File: src/rtl/display_pkg.sv
// Shared constants for the binary display path: digit count, scheduler FSM states,
// and the segment codes the display decoder uses for a single 0/1 digit.
package display_pkg;
  localparam int unsigned DISP_W = 14;

  typedef enum logic {
    IDLE = 1'b0,
    SHOW = 1'b1
  } state_e;

  localparam logic [6:0] SEG_ZERO = 7'b0000001;
  localparam logic [6:0] SEG_ONE  = 7'b1001111;
endpackage

File: src/rtl/rr_next_picker.sv
// Combinational round-robin search: next set bit of valid_i after cur_i, wrapping,
// with cur_i itself examined last so a lone valid source selects itself.
module rr_next_picker
  import display_pkg::*;
#(
  parameter  int unsigned N_SRC = 4,
  localparam int unsigned IW    = $clog2(N_SRC)
) (
  input  logic [N_SRC-1:0] valid_i,
  input  logic [IW-1:0]    cur_i,
  output logic [IW-1:0]    next_o,
  output logic             any_valid_o
);

  int unsigned idx;
  logic        found;

  always_comb begin
    next_o = cur_i;
    found  = 1'b0;
    idx    = 0;
    for (int unsigned k = 1; k <= N_SRC; k++) begin
      idx = (32'(cur_i) + k) % N_SRC;
      if (!found && valid_i[IW'(idx)]) begin
        next_o = IW'(idx);
        found  = 1'b1;
      end
    end
  end

  assign any_valid_o = |valid_i;

endmodule

File: src/rtl/display_scheduler.sv
// Round-robin time-sharing of the binary display among N_SRC CPU value sources.
// Optional MANUAL_SEL_EN adds manual_en/manual_sel to pin one source on the display.
module display_scheduler
  import display_pkg::*;
#(
  parameter int unsigned N_SRC        = 4,
  parameter int unsigned WIDTH        = DISP_W,
  parameter int unsigned DWELL_CYCLES = 50_000_000
) (
  input  logic                       clk,
  input  logic                       reset,
`ifdef MANUAL_SEL_EN
  input  logic                       manual_en,
  input  logic [$clog2(N_SRC)-1:0]   manual_sel,
`endif
  input  logic [N_SRC*WIDTH-1:0]     src_data,
  input  logic [N_SRC-1:0]           src_valid,
  input  logic                       advance,
  input  logic                       freeze,
  output logic [WIDTH-1:0]           display_value,
  output logic [$clog2(N_SRC)-1:0]   active_src,
  output logic                       display_valid,
  output logic                       dwell_tick
);

  localparam int unsigned IW    = $clog2(N_SRC);
  localparam int unsigned CNT_W = $clog2(DWELL_CYCLES);

  state_e           state_q, state_d;
  logic [IW-1:0]    active_q, active_d;
  logic [CNT_W-1:0] cnt_q, cnt_d;
  logic [WIDTH-1:0] disp_q;
  logic             valid_q, tick_q, tick_d;

  logic [IW-1:0]    cur_sel, next_idx;
  logic             any_valid, expire;
  logic             man_en;
  logic [IW-1:0]    man_sel;
  logic [WIDTH-1:0] src_arr [N_SRC];

`ifdef MANUAL_SEL_EN
  assign man_en  = manual_en;
  assign man_sel = manual_sel;
`else
  assign man_en  = 1'b0;
  assign man_sel = '0;
`endif

  for (genvar g = 0; g < N_SRC; g++) begin : g_unpack
    assign src_arr[g] = src_data[g*WIDTH +: WIDTH];
  end

  // In IDLE, searching "after N_SRC-1" yields the lowest valid index.
  assign cur_sel = (state_q == SHOW) ? active_q : IW'(N_SRC - 1);
  assign expire  = (cnt_q == CNT_W'(DWELL_CYCLES - 1)) && !freeze;

  rr_next_picker #(.N_SRC(N_SRC)) u_picker (
    .valid_i     (src_valid),
    .cur_i       (cur_sel),
    .next_o      (next_idx),
    .any_valid_o (any_valid)
  );

  always_comb begin
    state_d  = state_q;
    active_d = active_q;
    cnt_d    = cnt_q;
    tick_d   = 1'b0;
    if (man_en) begin
      state_d  = SHOW;
      active_d = man_sel;
      cnt_d    = '0;
    end else begin
      case (state_q)
        IDLE: begin
          if (any_valid) begin
            state_d  = SHOW;
            active_d = next_idx;
            cnt_d    = '0;
          end
        end
        SHOW: begin
          if (!src_valid[active_q]) begin
            cnt_d = '0;
            if (any_valid) begin
              active_d = next_idx;
            end else begin
              state_d  = IDLE;
              active_d = '0;
            end
          end else if (advance || expire) begin
            active_d = next_idx;
            cnt_d    = '0;
            tick_d   = expire;
          end else if (!freeze) begin
            cnt_d = cnt_q + 1'b1;
          end
        end
        default: state_d = IDLE;
      endcase
    end
  end

  // Output data follows the next-state index so value and active_src stay aligned.
  always_ff @(posedge clk) begin
    if (reset) begin
      state_q  <= IDLE;
      active_q <= '0;
      cnt_q    <= '0;
      disp_q   <= '0;
      valid_q  <= 1'b0;
      tick_q   <= 1'b0;
    end else begin
      state_q  <= state_d;
      active_q <= active_d;
      cnt_q    <= cnt_d;
      disp_q   <= (state_d == SHOW) ? src_arr[active_d] : '0;
      valid_q  <= (state_d == SHOW);
      tick_q   <= tick_d;
    end
  end

  assign display_value = disp_q;
  assign active_src    = active_q;
  assign display_valid = valid_q;
  assign dwell_tick    = tick_q;

endmodule

File: config.mk
export PLATFORM = sky130hd
export DESIGN_NAME = display_scheduler
export DESIGN_NICKNAME = d
export VERILOG_FILES = /design/src/rtl/display_pkg.sv /design/src/rtl/rr_next_picker.sv /design/src/rtl/display_scheduler.sv
export SDC_FILE = /design/constraint.sdc
export NUM_CORES = 1
export LEC_CHECK = 0
export ABC_AREA = 0
export CORE_AREA = 2 2 81 83
export DETAILED_ROUTE_END_ITERATION = 16
export DIE_AREA = 0 0 83 85
export PLACE_DENSITY = 0.74
export SLEW_MARGIN = 20
export SYNTH_ARGS = -nofsm -noshare
export SYNTH_HDL_FRONTEND = slang
export SYNTH_SLANG_ARGS = --single-unit
File: constraint.sdc
create_clock -name clk -period 2.6 [get_ports clk]
set_input_delay 0.78 -clock clk [delete_from_list [all_inputs] [get_ports clk]]
set_output_delay 0.78 -clock clk [all_outputs]
set_load 0.05 [all_outputs]
==> results.ini <==
[logic_synthesis]
synth_cell_types=53
synth_edf_count=0
syn-num-nets=330
netlist_instances=265
synthTopCellsByArea=dfxtp_1 (36%), mux2i_1 (12%), nor2_1 (4.5%)
syn_area_per_cell_sq_um=9.16
yosysWarnings=0
syn_area_sq_um=2430
synth_ff_type=dfxtp_1
synth_top_cell_by_area=dfxtp_1
synth.top_cell.area_share_pct=36.3
synth_seq_cells=44
postSynth.asyncResetShare_pct=0
yosysSeqAreaShare_pct=36.3

[cts]
htreeDepth=2
ctsHoldBuffers=0
clock-sinks=44
clockBufferDepth=2
cts-root-buf=clkbuf_8
clkTransAtPathRegs_ns=0.08
clk_latency_ns=0.30
cts_tree=done
cts_made_buffers=5

[cells_and_area]
final_cell_area_sq_um=3920
area_delta_synth_final_pct=61.6
multiInputGateArea_sq_um=1560
fill_cells=514
seqCellArea_sq_um=882
num_antenna_cells=0
final_cell_mix=clkdlybuf4s50_1 (76), dfxtp_1 (43), nor2_1 (29), buf_4 (26), mux2i_1 (24)
layout_commonest_cell=clkdlybuf4s50_1
drive_gt1_share_pct=22.6
fin_nets=445

[route]
via_per_inst=5.20
dr.pass1.iters=4
drcViolationCount=0
num_vias=2380
wl_um=7000
ant_nets=0
wl_per_cell_um=15.3
initialDrtViolationCount=93

[min_path]
hp-start=cnt_q[12]
hold_path_class=reg -> reg
min_path_cells=2
hold_path_end=cnt_q[12]

[global_routing]
grt_busiest_layer=met2
grt_util_met2_pct=33.7
grt_pass1_vias=2367
grt_overflow_total=0
grtUsageMet3_pct=8.17
antenna_found_initial=0
grt_pass1_wl_um=10800
grt_max_degree=24
gr-usage-met1_pct=20.5
grtUsageTotal_pct=19.1

[critical_path]
critPathRequiredTime_ns=2.78
cp-end-kind=register
r2r-end=display_value[7]
r2r_cells=8
crit_arrival_ns=2.75
critPathLaunchType=input pin
critPathMaxFanout=7
crit_type=in -> reg
regToRegStartpoint=cnt_q[20]
rrSetupSlack_ns=0.09

[sta]
setup_tns_ns=0
setup_viol=0
tightest_slew_ns=0.532
max_freq_ghz=0.389
fin_crit_sh_pct=98.9
post-route-min-period_ns=2.57
final-max-slew-violation-count=0
clock-skew-final_ns=0.00736
slew_headroom_pct=64.5
finalHoldViolCount=0

[job]
drv_cap=0

[floorplanning]
chipWidth_um=83
pin_count=82
fp.dieH_um=85
die_area_sq_um=7060
initial_utilization_pct=39.1
core_area_sq_um=6200
row_count=29

[run_status]
status=finished clean

[placement]
port_buffers=81
gp_congestion=0.762
place_area_sq_um=3480
hpwl_um=4770

[power_and_ir_drop]
ir_worst_vdd_mv=0.310
power_density_nw_per_um2=515
p_leak_nw=1.56

layout make-up:
class	count	share of cell area, %
Multi-Input combinational cell	205	39.7
Timing Repair Buffer	120	31.8
Sequential cell	44	22.5
Clock buffer	7	2.46
Tap cell	77	2.46
Clock inverter	1	0.765
Inverter	4	0.383
per-layer routing:
metal	vias to the layer above	routed length (um)
li1	1187	-
met1	1096	2650
met2	89	3610
met3	8	630
met4	0	107
met5	-	0
cells in the mapped netlist (2+ instances only):
cell	count
o21ai_0	7
and4_1	2
buf_2	3
dfxtp_1	44
inv_1	4
buf_6	4
nand4_1	7
nand2_1	16
clkbuf_1	2
nor2_1	29
or4bb_1	2
nor3_1	4
or3_1	4
xnor2_1	7
buf_4	3
nand2b_1	2
nor2_2	4
a21oi_1	12
o22ai_1	14
nand3_1	10
nor2b_1	4
xor2_1	12
mux2i_1	29
or3b_2	2
and3_1	5
nor4_1	2
nor4b_1	3
and2_1	3
metrics by stage:
stage | worst slack, ns | power (mW) | util, % | instances | hold WS, ns
floorplan | 0.0227 | 1.10 | - | 265 | 0.443
global placement | -0.426 | 1.35 | 56.0 | 434 | 0.466
detailed placement | -0.461 | 1.35 | 56.0 | 434 | 0.482
CTS | 0.0283 | 1.99 | 60.6 | 450 | 0.495
global route | -0.0845 | 2.10 | 63.2 | 458 | 0.519
finish | 0.0292 | 2.02 | 63.2 | 458 | 0.491
critical path: stages:
cell	delay [ns]
clkdlybuf4s50_1	0.46
nor2b_2	0.16
nand2_2	0.06
a21o_1	0.18
buf_6	0.13
buf_8	0.12
a21oi_4	0.28
clkbuf_16	0.23
mux2i_1	0.24
o22ai_2	0.10
how the worst max path moves through the flow:
stage	startpoint	to	slack [ns]	cells past startpoint
after CTS	src_valid[3]	cnt_q[20]	0.03	8
after detailed placement	src_valid[3]	cnt_q[20]	-0.46	8
after global placement	src_valid[3]	cnt_q[20]	-0.43	8
after global routing	advance	display_value[7]	-0.08	10
final	advance	display_value[7]	0.03	10
after floorplan	src_valid[3]	cnt_q[20]	0.02	8
flip-flops by register name, summed over array words and instances (netlist names):
name and flops:
cnt_q 26, display_value 14, active_src 2, display_valid 1
dwell_tick 1
power by group:
part / leakage [nW] / internal (mW) / switching [mW]
registers: 0.359 / 0.716 / 0.0221
logic: 1.14 / 0.360 / 0.347
clock network: 0.0645 / 0.339 / 0.236
logic make-up (layout without fill, tap and decap cells):
group,Yosys count,after routing,synth area share [%]
muxes,30,30,12.9
and+or+nand+nor,113,113,27.8
AOI/OAI and AO/OA,41,41,10.9
adders and majority gates,2,2,0.927
xor gates and xnor gates,19,19,6.85
DFF,44,44,36.3
buffers and inverters,16,132,4.33
repair_timing:
item                       4_1_cts  5_1_grt
setup endpoints to repair       20       19
cloned                           3        2
setup buffers                    5        6
resized for setup               14       22
pin swaps                        9       17
Note: power is estimated with default switching activity, not from simulation.
